File: src/rtl/split_1_pkg.sv
// split_1 shared definitions: field layout, LFSR taps, FSM states.
// Imported by the predicate, the sampler and the benches.
package split_1_pkg;

    localparam int V0_W = 13;
    localparam int V1_W = 13;
    localparam int V2_W = 14;
    localparam int V3_W = 14;
    localparam int V4_W = 8;

    localparam int V0_LSB = 0;
    localparam int V1_LSB = 13;
    localparam int V2_LSB = 26;
    localparam int V3_LSB = 40;
    localparam int V4_LSB = 54;

    // Feedback taps at bits 63, 62, 60 and 59.
    localparam logic [63:0] LFSR_TAPS = 64'hD800_0000_0000_0000;

    // Offset that maps the checker's 0x39DD reference onto 0xE8C3.
    localparam logic [15:0] SAT_OFFSET = 16'hE8C3 - 16'h39DD;

    typedef enum logic [1:0] {
        IDLE,
        SEARCH,
        HOLD,
        DONE
    } state_e;

    typedef struct packed {
        logic [V4_W-1:0] v4;
        logic [V3_W-1:0] v3;
        logic [V2_W-1:0] v2;
        logic [V1_W-1:0] v1;
        logic [V0_W-1:0] v0;
    } cand_t;

    function automatic logic [63:0] lfsr_step(input logic [63:0] l);
        return {l[62:0], ^(l & LFSR_TAPS)};
    endfunction

endpackage

File: src/rtl/split_1_pred.sv
// split_1 constraint predicate, purely combinational.
// Fields var_0, var_3 and var_4 are unconstrained but kept on the port.
module split_1_pred
    import split_1_pkg::*;
(
    input  logic [V0_W-1:0] var_0,
    input  logic [V1_W-1:0] var_1,
    input  logic [V2_W-1:0] var_2,
    input  logic [V3_W-1:0] var_3,
    input  logic [V4_W-1:0] var_4,
    output logic            sat
);

    logic        t_nz;
    logic        t_half;
    logic        t_off;
    logic [15:0] off_sum;
    logic        unused_fields;

    // Three conjunct terms; the offset term is kept for checker equivalence.
    always_comb begin
        off_sum = {2'b0, var_2} + SAT_OFFSET;
        t_nz    = (var_1 != '0);
        t_half  = ({1'b0, var_2[V2_W-1:1]} != {1'b0, var_1});
        t_off   = (off_sum != 16'h0);
        sat     = t_nz && t_half && t_off;
    end

    assign unused_fields = ^{var_0, var_3, var_4};

endmodule

File: src/rtl/split_1_sampler.sv
// split_1 solution generator: LFSR candidates filtered by split_1_pred,
// streamed out over a valid/ready handshake.
module split_1_sampler
    import split_1_pkg::*;
#(
    parameter int MAX_TRIES = 1024,
    parameter int CNT_W     = 16
) (
    input  logic             clk,
    input  logic             rst,
    input  logic             start,
    input  logic [63:0]      seed,
    input  logic [CNT_W-1:0] count,
    output logic             busy,
    output logic             out_valid,
    input  logic             out_ready,
    output logic [12:0]      var_0,
    output logic [12:0]      var_1,
    output logic [13:0]      var_2,
    output logic [13:0]      var_3,
    output logic [7:0]       var_4,
    output logic             done,
    output logic             fail
);

    localparam int TW = (MAX_TRIES > 1) ? $clog2(MAX_TRIES) : 1;
    localparam logic [TW-1:0] TRY_LAST = TW'(MAX_TRIES - 1);

    state_e           state_q, state_d;
    logic [63:0]      lfsr_q, lfsr_d;
    logic [TW-1:0]    tries_q, tries_d;
    logic [CNT_W-1:0] remaining_q, remaining_d;
    cand_t            cand_q, cand_d;
    logic             out_valid_q, out_valid_d;
    logic             busy_q, busy_d;
    logic             done_q, done_d;
    logic             fail_q, fail_d;

    cand_t cur;
    logic  cur_sat;

    assign cur.v0 = lfsr_q[V0_LSB +: V0_W];
    assign cur.v1 = lfsr_q[V1_LSB +: V1_W];
    assign cur.v2 = lfsr_q[V2_LSB +: V2_W];
    assign cur.v3 = lfsr_q[V3_LSB +: V3_W];
    assign cur.v4 = lfsr_q[V4_LSB +: V4_W];

    split_1_pred u_pred (
        .var_0 (cur.v0),
        .var_1 (cur.v1),
        .var_2 (cur.v2),
        .var_3 (cur.v3),
        .var_4 (cur.v4),
        .sat   (cur_sat)
    );

    // Next-state: FSM transitions, LFSR advance, counters, output regs.
    always_comb begin
        state_d     = state_q;
        lfsr_d      = lfsr_q;
        tries_d     = tries_q;
        remaining_d = remaining_q;
        cand_d      = cand_q;
        out_valid_d = out_valid_q;
        fail_d      = fail_q;
        unique case (state_q)
            IDLE: begin
                if (start) begin
                    lfsr_d      = (seed == 64'd0) ? 64'd1 : seed;
                    remaining_d = count;
                    tries_d     = '0;
                    fail_d      = 1'b0;
                    state_d     = (count == '0) ? DONE : SEARCH;
                end
            end
            SEARCH: begin
                lfsr_d = lfsr_step(lfsr_q);
                if (cur_sat) begin
                    cand_d      = cur;
                    out_valid_d = 1'b1;
                    state_d     = HOLD;
                end else if (tries_q == TRY_LAST) begin
                    fail_d  = 1'b1;
                    state_d = DONE;
                end else begin
                    tries_d = tries_q + TW'(1);
                end
            end
            HOLD: begin
                if (out_ready) begin
                    out_valid_d = 1'b0;
                    tries_d     = '0;
                    if (remaining_q != '0) begin
                        remaining_d = remaining_q - CNT_W'(1);
                    end
                    state_d = (remaining_q == CNT_W'(1)) ? DONE : SEARCH;
                end
            end
            DONE: begin
                state_d = IDLE;
            end
            default: begin
                state_d = IDLE;
            end
        endcase
        done_d = (state_d == DONE);
        busy_d = (state_d == SEARCH) || (state_d == HOLD);
    end

    // State and output registers with synchronous reset.
    always_ff @(posedge clk) begin
        if (rst) begin
            state_q     <= IDLE;
            lfsr_q      <= 64'd1;
            tries_q     <= '0;
            remaining_q <= '0;
            cand_q      <= '0;
            out_valid_q <= 1'b0;
            busy_q      <= 1'b0;
            done_q      <= 1'b0;
            fail_q      <= 1'b0;
        end else begin
            state_q     <= state_d;
            lfsr_q      <= lfsr_d;
            tries_q     <= tries_d;
            remaining_q <= remaining_d;
            cand_q      <= cand_d;
            out_valid_q <= out_valid_d;
            busy_q      <= busy_d;
            done_q      <= done_d;
            fail_q      <= fail_d;
        end
    end

    assign busy      = busy_q;
    assign out_valid = out_valid_q;
    assign done      = done_q;
    assign fail      = fail_q;
    assign var_0     = cand_q.v0;
    assign var_1     = cand_q.v1;
    assign var_2     = cand_q.v2;
    assign var_3     = cand_q.v3;
    assign var_4     = cand_q.v4;

endmodule
File: config.mk
export PLATFORM = sky130hd
export DESIGN_NAME = split_1_sampler
export DESIGN_NICKNAME = d
export VERILOG_FILES = /design/src/rtl/split_1_pkg.sv /design/src/rtl/split_1_pred.sv /design/src/rtl/split_1_sampler.sv
export SDC_FILE = /design/constraint.sdc
export NUM_CORES = 1
export LEC_CHECK = 0
export ABC_AREA = 1
export BUFFER_PORTS_ARGS = -buffer_cell sky130_fd_sc_hd__buf_4
export CORE_UTILIZATION = 50
export DETAILED_ROUTE_END_ITERATION = 7
export GPL_TIMING_DRIVEN = 0
export PLACE_DENSITY = 0.79
export SLEW_MARGIN = 10
export SYNTH_ARGS = -nofsm -noshare
export SYNTH_HDL_FRONTEND = slang
export SYNTH_SLANG_ARGS = --single-unit
File: constraint.sdc
create_clock -name clk -period 1.85 [get_ports clk]
set_clock_uncertainty 0.2 [all_clocks]
set_input_delay 0.37 -clock clk [delete_from_list [all_inputs] [get_ports clk]]
set_output_delay 0.37 -clock clk [all_outputs]
set_load 0.005 [all_outputs]
==> results.cfg, run 1 <==
[status]
outcome = complete, but fails checks
violations = negative setup slack

[synthesis]
synth_cells = 1068
synth_top_area_share = 0.4266
synth_top_flop_cell = dfxtp_1
ys_seq_area_frac = 0.4266
synth_cell_types = 35
synth_edf_count = 0
synth_area_leader_cell = dfxtp_1
yosysWarnings = 0
syn_nets = 1157
yosys_register_bits = 158
avgSynthCellArea_um2 = 6.943
synth_area_leaders = dfxtp_1 43%, nand2_1 16%, inv_1 7.2%, a21oi_1 6.0%, o221ai_1 3.9%
async_flop_share = 0
synth.cell_area_mm2 = 0.007415

[floorplan]
die_w_um = 123.8
placementRows = 44
fp.dieH_um = 123.8
initial_utilization = 0.5121
die-area_mm2 = 0.01532
pin_count = 150
core_mm2 = 0.01448

[placed_design]
gp_congestion = 0.9404
post-place-ws_ns = -0.5206
port_buffers = 148
dp_hpwl_mm = 16.23

[critical_path]
cpMostUsedCell = clkbuf_1
criticalPathCategory = input pin to flip-flop
cp_cell_sequence = clkbuf_1 > buf_1 > clkbuf_1 > a21oi_1
reg2reg_setup_slack_ns = -0.16
r2r_end = busy
cpPeakStageDelay_ns = 0.66
cp.required_ns = 1.95
worstSetupEndpointType = flip-flop
rr_worst_depth = 12
worst-path-buf-inv = 3
critPathSlowestCell = buf_1
worstReg2RegStart = lfsr_q[16]
arrival_ns = 2.14
crit_fanout = 10
start_kind = input pin
crit_family = buffers and inverters

[routing]
ant_nets = 0
viasPerCell = 5.733
routed_wl_mm = 25.96
firstDrtPassIters = 7
wire_per_inst_um = 17.54
dr_total_vias = 8485
drc = 0
drt_iter0_markers = 761

[worst_hold_path]
hold_start = count[1]
hold_path.class = input pin to flip-flop
min_to = remaining_q[1]
holdPathStages = 3

[grt]
antenna_found_initial = 0
grt_util_all_layers = 0.3046
grt_overflow = 0
grt_pass1_vias = 7161
grt_first_pass_wirelength_mm = 35.47
grt_max_degree = 17

[power_and_ir_drop]
cellLeakagePower_nw = 5.299
vdd_drop_max_v = 0.0007643
p_per_area_mw_per_mm2 = 1021

[flow_run]
max_cap_viol_count = 0

[sta]
maxSlewHeadroom = 0.4769
fmax_ghz = 0.4903
rsz0062_at_grt = yes
setup_viol = 71
slew_violations = 0
period_minus_slack_ns = 2.039
fin_crit_sh = 1.102
hold_viol = 0
worst_pin_slew_ns = 0.7847
fin_ws_ns = -0.1895

[cts]
numCtsBuffers = 17
cts_tree = done
clkLatencyLatePin_ns = 0.44
cts-root-buf = clkbuf_16
clock_sinks = 158
cts.path.max_buffers = 2
htree_levels = 4
clk_pin_slew_worst_paths_ns = 0.06

[final_layout]
area_growth_pct = 46.81
final_util = 0.7518
final_layout_size_suffix_gt1_frac = 0.3665
nets = 1372
antenna_cells = 0
## per-layer routing
| metal | GRT usage | share of wire | vias to the layer above |
|---|---|---|---|
| li1 | - | - | 3910 |
| met1 | 0.4056 | 0.40 | 3953 |
| met2 | 0.4740 | 0.47 | 524 |
| met3 | 0.05678 | 0.091 | 98 |
| met4 | 0.1453 | 0.036 | 0 |
| met5 | 0 | 0 | - |
## power breakdown
group | switching, mW | internal [mW]
Clock | 1.45 | 2.09
Sequential | 0.386 | 3.76
Combinational | 1.97 | 1.45
## Yosys cell counts, drive strengths merged (2+ instances only)
master and number:
dfxtp 158, nor3 11, or2 3, nand3 36, o21ai 49, nor2 68
inv 151, o221ai 33, nand4 17, ha 5, clkbuf 26, nand2 327
a211oi 6, nor4 14, xnor2 5, o211ai 4, nand3b 2, buf 32
a21oi 89, a31oi 5, xor2 3, a22oi 22
## worst register-to-register path, stage by stage (launching register included)
cell	delay [ns]
dfxtp_2	0.37
inv_2	0.10
nand4_1	0.15
nor2_1	0.17
nand3_2	0.15
nand2_2	0.13
nand2_2	0.06
nand2_2	0.07
buf_6	0.12
nand2_4	0.05
ha_4	0.27
inv_2	0.03
nor2_2	0.07
## repair_timing
action                     in CTS  in global routing
setup buffers                  26                 13
hold buffers                    2                  0
cloned                          0                  9
gates resized for setup        62                266
setup endpoints to repair     119                148
pin swaps                      16                 25
hold endpoints to repair        2                  0
## registers in the layout, indices dropped and copies added (netlist names)
name,cells
out_valid,1
tries_q,10
var_1,13
fail,1
state_q,2
var_3,14
busy,1
var_0,13
lfsr_q,64
done,1
var_4,8
var_2,14
remaining_q,16
## stage by stage
stage / power (mW) / hold slack, ns / setup TNS [ns] / cells / instance area [µm²]
detailed placement: 6.468 / 0.2539 / -20.85 / 1400 / 8797
global placement: 6.425 / 0.2473 / -18.85 / 1400 / 8797
floorplan: 5.623 / 0.2391 / -0.04284 / 1068 / 7456
CTS: 10.16 / 0.007108 / -0.2716 / 1458 / 9738
finish: 11.11 / 0.01032 / -8.079 / 1480 / 10890
global route: 11.48 / 0.03777 / -12.85 / 1480 / 10890
## kinds of logic after synthesis
group,synth area share
fa+ha+maj,0.008437
compound gates,0.1716
buf+inv,0.1151
xor+xnor,0.009450
flops,0.4266
simple gates,0.2688
## placed cells by master (no fill, tap or decap), drive strengths merged, types with 3 or more instances in the layout
cell type,n
o21ai,49
xor2,3
or2,3
nand4,17
dfxtp,158
a31oi,5
a22oi,22
inv,152
clkbuf,60
a211oi,6
buf,215
o221ai,33
ha,5
a21oi,89
clkinv,4
nor3,11
xnor2,5
o211ai,4
nand3,36
nor2,68
nand2,327
nor4,14
## worst max-delay path by stage
stage,cells past startpoint,endpoint,start
6_report,4,var_3[6],rst
5_1_grt,14,tries_q[6],lfsr_q[13]
4_1_cts,15,busy,lfsr_q[18]
3_5_place_dp,9,busy,start
3_3_place_gp,9,busy,start
2_1_floorplan,11,busy,tries_q[1]
## final cells by class
class	instances	area, µm²
Clock inverter	9	107.6
Fill cell	982	3593
Buffer	56	422.9
Multi-Input combinational cell	701	4163
Inverter	151	579.3
Sequential cell	158	3233
Timing Repair Buffer	198	1672
Tap cell	184	230.2
Clock buffer	23	478.0
Power figures use the tool's default switching activity.
==> run 2, diff against run 1 <==
--- a/config.mk
+++ b/config.mk
@@ -7,10 +7,12 @@
 export LEC_CHECK = 0
 export ABC_AREA = 1
 export BUFFER_PORTS_ARGS = -buffer_cell sky130_fd_sc_hd__buf_4
-export CORE_UTILIZATION = 50
+export CELL_PAD_IN_SITES_DETAIL_PLACEMENT = 1
+export CELL_PAD_IN_SITES_GLOBAL_PLACEMENT = 2
+export CORE_UTILIZATION = 30
 export DETAILED_ROUTE_END_ITERATION = 7
 export GPL_TIMING_DRIVEN = 0
-export PLACE_DENSITY = 0.79
+export PLACE_DENSITY = 0.81
 export SLEW_MARGIN = 10
 export SYNTH_ARGS = -nofsm -noshare
 export SYNTH_HDL_FRONTEND = slang
==> constraint.sdc (replaced) <==
create_clock -name clk -period 2.3 [get_ports clk]
set_clock_uncertainty 0.2 [all_clocks]
set_input_delay 0.46 -clock clk [delete_from_list [all_inputs] [get_ports clk]]
set_output_delay 0.46 -clock clk [all_outputs]
set_load 0.005 [all_outputs]
==> run 2 against run 1 <==
  * The flow now finishes without violations
  * Critical path depth rose by 11
  * Global-route usage fell by 9.5 points
  * Non-clock buffer count fell by 46
  * Utilization fell by 36 points
  * First-iteration DRC count fell by 53%
  * Clock-buffer cell count fell by 2
  * Routed wire length rose by 0.22%
  * Cell area fell by 12%
  * Setup slack improved by 0.25 ns
  * Critical path type is now flip-flop to flip-flop
  * Critical endpoint is now busy
  * Largest cell class unchanged
==> results.cfg, run 2 (synthesis gave the netlist of run 1 again) <==
[floorplan]
placementRows = 57
core_mm2 = 0.02425
fp.dieH_um = 159.2
pin_count = 150
initial_utilization = 0.3058
die_w_um = 159.2
die-area_mm2 = 0.02535

[cts]
clk_pin_slew_worst_paths_ns = 0.07
ctsHoldBuffers = 0
numCtsBuffers = 17
clkLatencyLatePin_ns = 0.43
clock_sinks = 158
htree_levels = 4
cts_tree = done
cts.path.max_buffers = 2
cts-root-buf = clkbuf_16

[final_layout]
final_cell_mix = 322 x nand2_1, 159 x buf_4, 148 x dfxtp_1, 143 x inv_1, 89 x a21oi_1
top_regs = lfsr_q: 64 flops, remaining_q: 16 flops
final_layout_size_suffix_gt1_frac = 0.1976
area_growth_pct = 28.50
regMostFlops = lfsr_q
fillers = 3109
seqCellArea_mm2 = 0.003178
final_common_cell = nand2_1
nets = 1326
antenna_cells = 0
fin_area_mm2 = 0.009528
fin_cells = 1574
multi_input_area_mm2 = 0.003413
largest_reg_flops = 64

[routing]
drt_iter0_markers = 355
firstDrtPassIters = 4
routed_wl_mm = 26.02
wire_per_inst_um = 16.53
viasPerCell = 4.813
ant_nets = 0
dr_total_vias = 7575
drc = 0

[worst_hold_path]
hold_start = seed[58]
hold_path.class = input pin to flip-flop
min_to = lfsr_q[58]
holdPathStages = 3

[sta]
worst_pin_slew_ns = 0.8247
fin_crit_sh = 0.9715
setup_viol = 0
hold_viol = 0
rsz0062_at_grt = yes
setup_tns_ns = 0
fmax_ghz = 0.4475
whs_ns = 0.06974
slew_violations = 0
maxSlewHeadroom = 0.4502
period_minus_slack_ns = 2.235

[power_and_ir_drop]
cellLeakagePower_nw = 4.336
p_int_mw = 5.179
vdd_drop_max_v = 0.0003770
sw_frac_of_total = 0.3455
p_per_area_mw_per_mm2 = 830.6
switching_power_mw = 2.735
pwr-share-clk = 0.340
power.share.combinational = 0.250
power_frac_seq = 0.411

[grt]
grt_pass1_vias = 7619
antenna_found_initial = 0
grt_first_pass_wirelength_mm = 41.41
grt_overflow = 0
grt_max_degree = 17
grt_util_all_layers = 0.2092

[critical_path]
rr_worst_depth = 15
criticalPathCategory = flip-flop to flip-flop
crit_fanout = 10
arrival_ns = 2.34
cp.required_ns = 2.41
worstReg2RegStart = lfsr_q[27]
reg2reg_setup_slack_ns = 0.07
worstSetupEndpointType = flip-flop
start_kind = flip-flop
r2r_end = busy

[placed_design]
dp_hpwl_mm = 19.90
place_inst = 1540
placed_cell_area_mm2 = 0.008931
port_buffers = 148
gp_congestion = 0.8747

[status]
outcome = complete, no violations

[flow_run]
max_cap_viol_count = 0
[run 2: worst max path at each step]
stage / depth (start not counted) / slack (ns) / start / to
final: 15 / 0.07 / lfsr_q[27] / busy
after global routing: 15 / -0.03 / lfsr_q[19] / busy
after CTS: 15 / 0.03 / lfsr_q[14] / busy
after detailed placement: 9 / -0.19 / start / busy
after global placement: 9 / -0.20 / start / busy
after floorplan: 11 / 0.33 / tries_q[0] / busy
[run 2: routing by layer]
| layer | GRT usage | vias up | part of all wire |
|---|---|---|---|
| met3 | 0.03334 | 28 | 0.030 |
| met4 | 0.06731 | 0 | 0.016 |
| li1 | - | 3810 | - |
| met5 | 0 | - | 0 |
| met1 | 0.2733 | 3616 | 0.48 |
| met2 | 0.3517 | 121 | 0.47 |
[run 2: power groups by stage]
stage	Clock, mW	Sequential, mW	Combinational (mW)
after detailed placement	0	3.31	1.97
after floorplan	0	3.23	1.26
final	2.69	3.25	1.98
after global routing	2.86	3.28	2.22
after global placement	0	3.30	1.94
after CTS	2.75	3.25	1.98
[run 2: stage by stage]
| step | setup WS, ns | utilization | power, mW |
|---|---|---|---|
| 5_1_grt | -0.02808 | 0.3929 | 8.367 |
| 2_1_floorplan | 0.3288 | - | 4.495 |
| 6_report | 0.06546 | 0.3929 | 7.914 |
| 3_5_place_dp | -0.1891 | 0.3683 | 5.277 |
| 4_1_cts | 0.02698 | 0.3917 | 7.986 |
| 3_3_place_gp | -0.1982 | 0.3683 | 5.244 |
[run 2: what timing repair did]
item,4_1_cts,5_1_grt
resized for setup,5,13
pin swaps,1,1
setup endpoints to repair,2,52
buffers inserted,2,0
[run 2: layout make-up]
| type | instances | share of cell area |
|---|---|---|
| multi-input cells | 701 | 0.3582 |
| flip-flops and latches | 158 | 0.3336 |
| repair buffers | 150 | 0.1182 |
| inverters | 151 | 0.05949 |
| clock buffers | 21 | 0.04833 |
| well taps | 324 | 0.04255 |
| plain buffers | 58 | 0.03073 |
| clock inverters | 11 | 0.008930 |
[run 2: worst max-delay path: stages (launching register included)]
cell and delay, ns:
dfxtp_1 0.42, inv_1 0.08, nand2_1 0.09, nand2_1 0.06, inv_1 0.04, nand3_1 0.08, nor2_2 0.13, nand2_2 0.10
nand2_2 0.12, nand2_1 0.06, nand2_1 0.10, buf_6 0.16, nand2_1 0.07, ha_1 0.28, inv_1 0.07, nor2_1 0.04
